$ cat src/rtl/pe_dot_accumulator.sv
// pe_dot_accumulator
//   Reduction stage behind the 4-lane dot-product PE. A job starts from a
//   signed bias. It adds a programmed number of unsigned PE partial sums,
//   one per accepted beat. It then presents the result on a valid/ready
//   output.
//
// Ports
//   clk        system clock, rising edge
//   reset      asynchronous, active-high reset
//   start      job start pulse, honoured only in IDLE
//   len        beat count for the job, captured with start
//   bias       signed initial accumulator value, captured with start
//   busy       high whenever a job is in progress (state != IDLE)
//   in_valid   PE partial sum valid
//   in_ready   accumulator accepts a beat (ACC state only)
//   in_c       PE partial sum, unsigned
//   out_valid  result valid (DONE state only)
//   out_ready  downstream accepts the result
//   out_data   accumulated result, holds its value after the handshake
module pe_dot_accumulator #(
  parameter int ACC_W = 32,
  parameter int LEN_W = 16,
  parameter int IN_W  = 10
) (
  input  logic             clk,
  input  logic             reset,
  input  logic             start,
  input  logic [LEN_W-1:0] len,
  input  logic [ACC_W-1:0] bias,
  output logic             busy,
  input  logic             in_valid,
  output logic             in_ready,
  input  logic [IN_W-1:0]  in_c,
  output logic             out_valid,
  input  logic             out_ready,
  output logic [ACC_W-1:0] out_data
);

  typedef enum logic [1:0] {
    IDLE = 2'd0,
    ACC  = 2'd1,
    DONE = 2'd2
  } state_t;

  state_t           state, state_next;
  logic [ACC_W-1:0] acc, acc_next;
  logic [LEN_W-1:0] remaining, remaining_next;
  logic [ACC_W-1:0] result, result_next;
  logic [ACC_W-1:0] sum;
  logic             beat;

  // Handshake flags are pure state decodes, so no input reaches them
  // combinationally.
  assign busy      = (state != IDLE);
  assign in_ready  = (state == ACC);
  assign out_valid = (state == DONE);
  assign out_data  = result;

  assign beat = in_valid && (state == ACC);
  assign sum  = acc + {{(ACC_W-IN_W){1'b0}}, in_c};

  always_comb begin
    state_next     = state;
    acc_next       = acc;
    remaining_next = remaining;
    result_next    = result;
    case (state)
      IDLE: begin
        if (start) begin
          acc_next = bias;
          if (len == '0) begin
            // Empty job: the bias itself is the result.
            result_next = bias;
            state_next  = DONE;
          end else begin
            remaining_next = len;
            state_next     = ACC;
          end
        end
      end
      ACC: begin
        if (beat) begin
          acc_next       = sum;
          remaining_next = remaining - {{(LEN_W-1){1'b0}}, 1'b1};
          if (remaining == {{(LEN_W-1){1'b0}}, 1'b1}) begin
            // The result is latched into a separate register. A later
            // start reloads acc, but out_data keeps the last result.
            result_next = sum;
            state_next  = DONE;
          end
        end
      end
      DONE: begin
        if (out_ready) begin
          state_next = IDLE;
        end
      end
      default: begin
        state_next = IDLE;
      end
    endcase
  end

  always_ff @(posedge clk or posedge reset) begin
    if (reset) begin
      state     <= IDLE;
      acc       <= '0;
      remaining <= '0;
      result    <= '0;
    end else begin
      state     <= state_next;
      acc       <= acc_next;
      remaining <= remaining_next;
      result    <= result_next;
    end
  end

endmodule

$ cat config.mk
export PLATFORM = sky130hd
export DESIGN_NAME = pe_dot_accumulator
export DESIGN_NICKNAME = d
export VERILOG_FILES = /design/src/rtl/pe_dot_accumulator.sv
export SDC_FILE = /design/constraint.sdc
export NUM_CORES = 1
export LEC_CHECK = 0
export ABC_AREA = 1
export CORE_MARGIN = 3
export CORE_UTILIZATION = 50
export CTS_BUF_LIST = sky130_fd_sc_hd__clkbuf_8
export DETAILED_ROUTE_END_ITERATION = 10
export PLACE_DENSITY_LB_ADDON = 0.1
export RECOVER_POWER = 50
export SETUP_SLACK_MARGIN = 0.15
export SLEW_MARGIN = 15
export SYNTH_ARGS = -nofsm -noshare
export SYNTH_HDL_FRONTEND = slang
export SYNTH_SLANG_ARGS = --single-unit
$ cat constraint.sdc
create_clock -name clk -period 2.45 [get_ports clk]
set_clock_uncertainty 0.1 [all_clocks]
set_input_delay 0.245 -clock clk [delete_from_list [all_inputs] [get_ports clk]]
set_output_delay 0.245 -clock clk [all_outputs]
set_load 0.02 [all_outputs]
## Word level (Yosys, flattened, before mapping)

Index checks and enable logic that the tools add are counted.

| cells by class | value |
|---|---|
| add/sub/neg operators | 2 |
| equality and inequality tests | 9 |
| mux-type cells | 18 |
| reductions and logical operators | 9 |

Operators with widths:

| kind | count |
|---|---|
| 32-bit two-way mux | 6 |
| 32-bit case mux with 2 select lines | 2 |
| 16-bit two-way mux | 3 |
| 32-bit by 10-bit adder with 32-bit output | 1 |
| 16-bit case mux with 2 select lines | 1 |
| 16-bit by 1-bit equality test with 1-bit output (second input constant) | 1 |
| 16-bit zero test | 1 |
| 16-bit by 1-bit subtractor with 16-bit output (second input constant) | 1 |
| 2-bit two-way mux | 5 |
| 4-bit AND reduction | 2 |
| 2-bit by 1-bit inequality test with 1-bit output (second input constant) | 3 |
| 2-bit inequality test (second input constant) | 3 |
| 2-bit case mux with 3 select lines | 1 |
| 5-bit AND reduction | 1 |
| 2-bit nonzero test | 2 |
| 3-bit AND reduction | 1 |
| 2-bit by 1-bit equality test with 1-bit output (second input constant) | 1 |
| 2-bit equality test (second input constant) | 1 |
| 2-bit zero test | 1 |
| 1-bit logical AND | 1 |

| word-level totals | value |
|---|---|
| register bits after elaboration | 82 |
| input bits | 63 |
| output and inout port bits | 35 |
| logic and storage cells | 42 |

## Longest topological paths before layout

| depth | value |
|---|---|
| depth in word-level cells | 4 |
| gate-level depth with buffers | 14 |
| depth with buffers taken out | 14 |

## Worst setup path before layout

Ideal clock, no wire load.

| path | value |
|---|---|
| path type | register to register |
| start | reg acc[0] |
| end | reg acc[18] |
| library setup time | 0.116 ns |
| data arrival time | 1.741 ns |
| slack | 0.492 ns |
| stages on the path, launching flop included | 15 |
| path buffers | 0 |
| period minus slack after synthesis | 1.958 ns |
| cell sequence | dfrtp_1 -> ha_1 -> fa_1 -> nand2_1 -> nand3_1 -> nand3_1 -> nand2_1 -> nand2_1 -> nand2_1 -> nand2_1 -> nand2_1 -> nand3_1 -> nand2_1 -> nand2_1 -> nand2_1 |

| between the ends | value |
|---|---|
| longest elaborated chain between the ends | 3 |

RTL lines:

| item | RTL line | text |
|---|---|---|
| start: declaration | 46 | `logic [ACC_W-1:0] acc, acc_next;` |
| start signal: assignment | 112 | `acc <= acc_next;` |
| 32-bit by 10-bit adder with 32-bit output | 60 | `assign sum = acc + {{(ACC_W-IN_W){1'b0}}, in_c};` |
| 32-bit two-way mux | 82 | `if (beat) begin` |
| 32-bit case mux with 2 select lines | 67 | `case (state)` |

No other way between the ends. The select of a mux whose other input is x is not followed.
A chain may end at the register's enable or synchronous reset.

## Final worst setup path

| path | value |
|---|---|
| start | reg acc[0] |
| end | reg acc[24] |

Same word-level chain as after synthesis.

==> flow_summary_export.csv <==
group,metric,value,unit
run_status,status,"complete, no violations",
critical_path,critPathLaunchType,"flip-flop",
cts,numCtsBuffers,9,
synth,syn_area,5538,um2
sta,slew_headroom,0.2213,
synth,synth_top_area_share,0.3705,
synth,yosysWarnings,0,
synth,synth_nets,900,
synth,synth-seq-cells,82,
cts,ctsLongestPathBuffers,2,
final_layout,insertedDiodeCount,0,
sta,setup_viol,0,
cts,clkLatencyLatePin,0.37,ns
critical_path,cp_top_family,"simple AND/OR/NAND/NOR gates",
placed_design,place_inst,1051,
route,routed_via_density,5.261,
sta,fin_ws,0.3028,ns
die,num_rows,37,
global_route,grt_pass1_vias,5432,
sta,clock.fmax,0.4657,GHz
critical_path,slowest_stage,"dfrtp_1",
sta,hold_viol_final,0,
global_route,grt_use_total,0.2601,
final_layout,nets,1002,
placed_design,port-buffer-count,97,
route,vias,5613,
global_route,grt_overflow,0,
die,num_io_pins,98,
critical_path,slowest_delay,0.40,ns
sta,fin_crit_sh,0.8764,
route,wirelength,15.69,mm
sta,drv_slew,0,
global_route,grt_pass1_wl,26.43,mm
route,wl_per_cell,14.71,um
synth,synthCells,824,
placed_design,dpl_cell_area,6723,um2
final_layout,finalNonFillerCells,1067,
critical_path,worstPathArrival,2.31,ns
power_and_ir_drop,power.density,1314,nW/um2
cts,clock-root-buffer,"clkbuf_8",
final_layout,drive_above_1_share,0.09560,
critical_path,required,2.61,ns
final_layout,syn_to_final_growth,25.17,%
critical_path,crit_type,"flip-flop to flip-flop",
hold_path,hold_path_class,"input port to flip-flop",
final_layout,utilization,0.6567,
cts,cts_htree_levels,3,
sta,tightest_slew,1.168,ns
critical_path,worst_path_most_repeated_cell,"nand2_1",
critical_path,crit_fanout,4,
global_route,antenna_found_initial,0,
synth,ys_top_cells_by_count,"nand2_1, nand3_1, inv_1, dfrtp_1, nor2_1",
die,die_h,111.2,um
synth,yosys.area.top_type,"dfrtp_1",
route,ant_nets,0,
sta,period_needed,2.147,ns
synth,synth_flop_cell,"dfrtp_1",
synth,synth_area_leaders,"dfrtp_1, nand2_1, nand3_1",
sta,rsz0062_at_grt,"no",
critical_path,crit_chain,"ha_1, fa_2, nand2_2, o21ai_1, nand2_1, nand2_1, nand2_1, nand2_1, nand2_1, nand3_1, nand3_1, nand2_1",
synth,synth_most_common_cell,"nand2_1",
die,die_area,12370,um2
die,initial_core_util,0.5247,
final_layout,fin_area,6932,um2
synth,synth_seq_area_share,0.3705,
cts,cts_hold_buf,0,
power_and_ir_drop,ir_drop,1.113,mV
cts,cts_tree,"yes",
synth,synth.distinct_cells,39,
cts,path_clk_slew,0.09,ns
die,placeableCoreArea,10560,um2
route,drc,0,
critical_path,cp-end-kind,"flip-flop",
placed_design,gp_congestion,0.9107,
global_route,grt_start_max_net_pins,83,
synth,synth_edf_count,0,
placed_design,post-place-ws,-0.02617,ns
critical_path,critPathBufInv,0,
synth,syn-mean-instance-area,6.721,um2
placed_design,hpwl,11.57,mm
route,drtIter0Drc,436,
cts,clock_sinks,82,
route,dr.pass1.iters,5,
power_and_ir_drop,static-leakage-power,3.473,nW
flow_run,maxCapViolations,0,
die,fp.dieW,111.2,um
synth,async_reset_ff_frac,1.000,
tightest hold or removal path, cell delays in order:
cell	delay, ns
clkdlybuf4s50_1	0.39
nand2_1	0.08
a31oi_1	0.09
final cells by class:
type,count,area [um2]
clock buffers,11,151.4
clock inverters,5,52.55
fillers,989,3623
inverters,89,340.3
multi-input cells,629,3022
flip-flops and latches,82,2052
well taps,136,170.2
repair buffers,115,1144
kinds of logic after synthesis:
family,Yosys count,share of synthesized area
buf+inv,113,0.08699
xor+xnor,9,0.01423
simple gates,543,0.4272
compound gates,63,0.06846
flops,82,0.3705
mux,1,0.001808
fa+ha+maj,13,0.03073
final timing paths:
kind                                    from           end  slack [ns]  cells after the start
worst max-delay path                  acc[0]       acc[24]        0.30                     12
max in group asynchronous              reset       acc[25]        0.84                      3
worst min-delay path                 bias[0]        acc[0]        0.37                      3
min in group asynchronous              reset        acc[0]        0.67                      3
worst max register to register        acc[0]       acc[24]        0.30                     12
worst min register to register  out_data[21]  out_data[21]        0.38                      2
sequential cells by signal (all words and copies together) (netlist names):
register / count
out_data: 32
acc: 32
state: 2
remaining: 16
metal layers:
metal  vias up  part of all wire  GRT usage
met5         -                 0          0
met4         0             0.011    0.06732
met3        11             0.058    0.04094
met2       182              0.45     0.4085
met1      2598              0.48     0.3753
li1       2822                 -          -
where the power goes:
| group | internal (W) | total, W | leakage (nW) | switching [W] |
|---|---|---|---|---|
| clock network | 0.000521 | 0.00104 | 0.105 | 0.000516 |
| logic | 0.00209 | 0.00539 | 2.36 | 0.00331 |
| registers | 0.00205 | 0.00268 | 1.00 | 0.000626 |
| total | 0.00466 | 0.00910 | 3.47 | 0.00445 |
repair_timing:
action                                  in CTS  in global routing
buffers inserted                             0                  0
endpoints found under the setup margin       0                 24
resized for setup                            0                  6
endpoints found under the hold margin        0                  0
stage by stage:
stage | hold WS, ns | setup TNS [ns] | power (W)
CTS | 0.2615 | 0 | 0.009163
finish | 0.3675 | 0 | 0.009105
detailed placement | 0.3650 | -0.07770 | 0.008092
global route | 0.3751 | 0 | 0.009971
floorplan | 0.2984 | 0 | 0.006291
global placement | 0.3568 | 0 | 0.007961
placed cells by master, fill, tap and decap left out, drive strengths merged:
cell type and instances:
nand2 308, nand3 114, inv 88, dfrtp 82, clkdlybuf4s50 79, nor2 68, o21ai 43, or2 28
dlygate4sd3 18, buf 17, ha 12, clkbuf 12, nand4 10, nor3 10, a21oi 8, xnor2 5
nand3b 5, o211ai 5, xor2 4, a31oi 3, clkinv 3, clkinvlp 2, o31ai 2, o22ai 1
mux2i 1, a21boi 1, fa 1, bufinv 1
(Power assumes the default switching activity.)
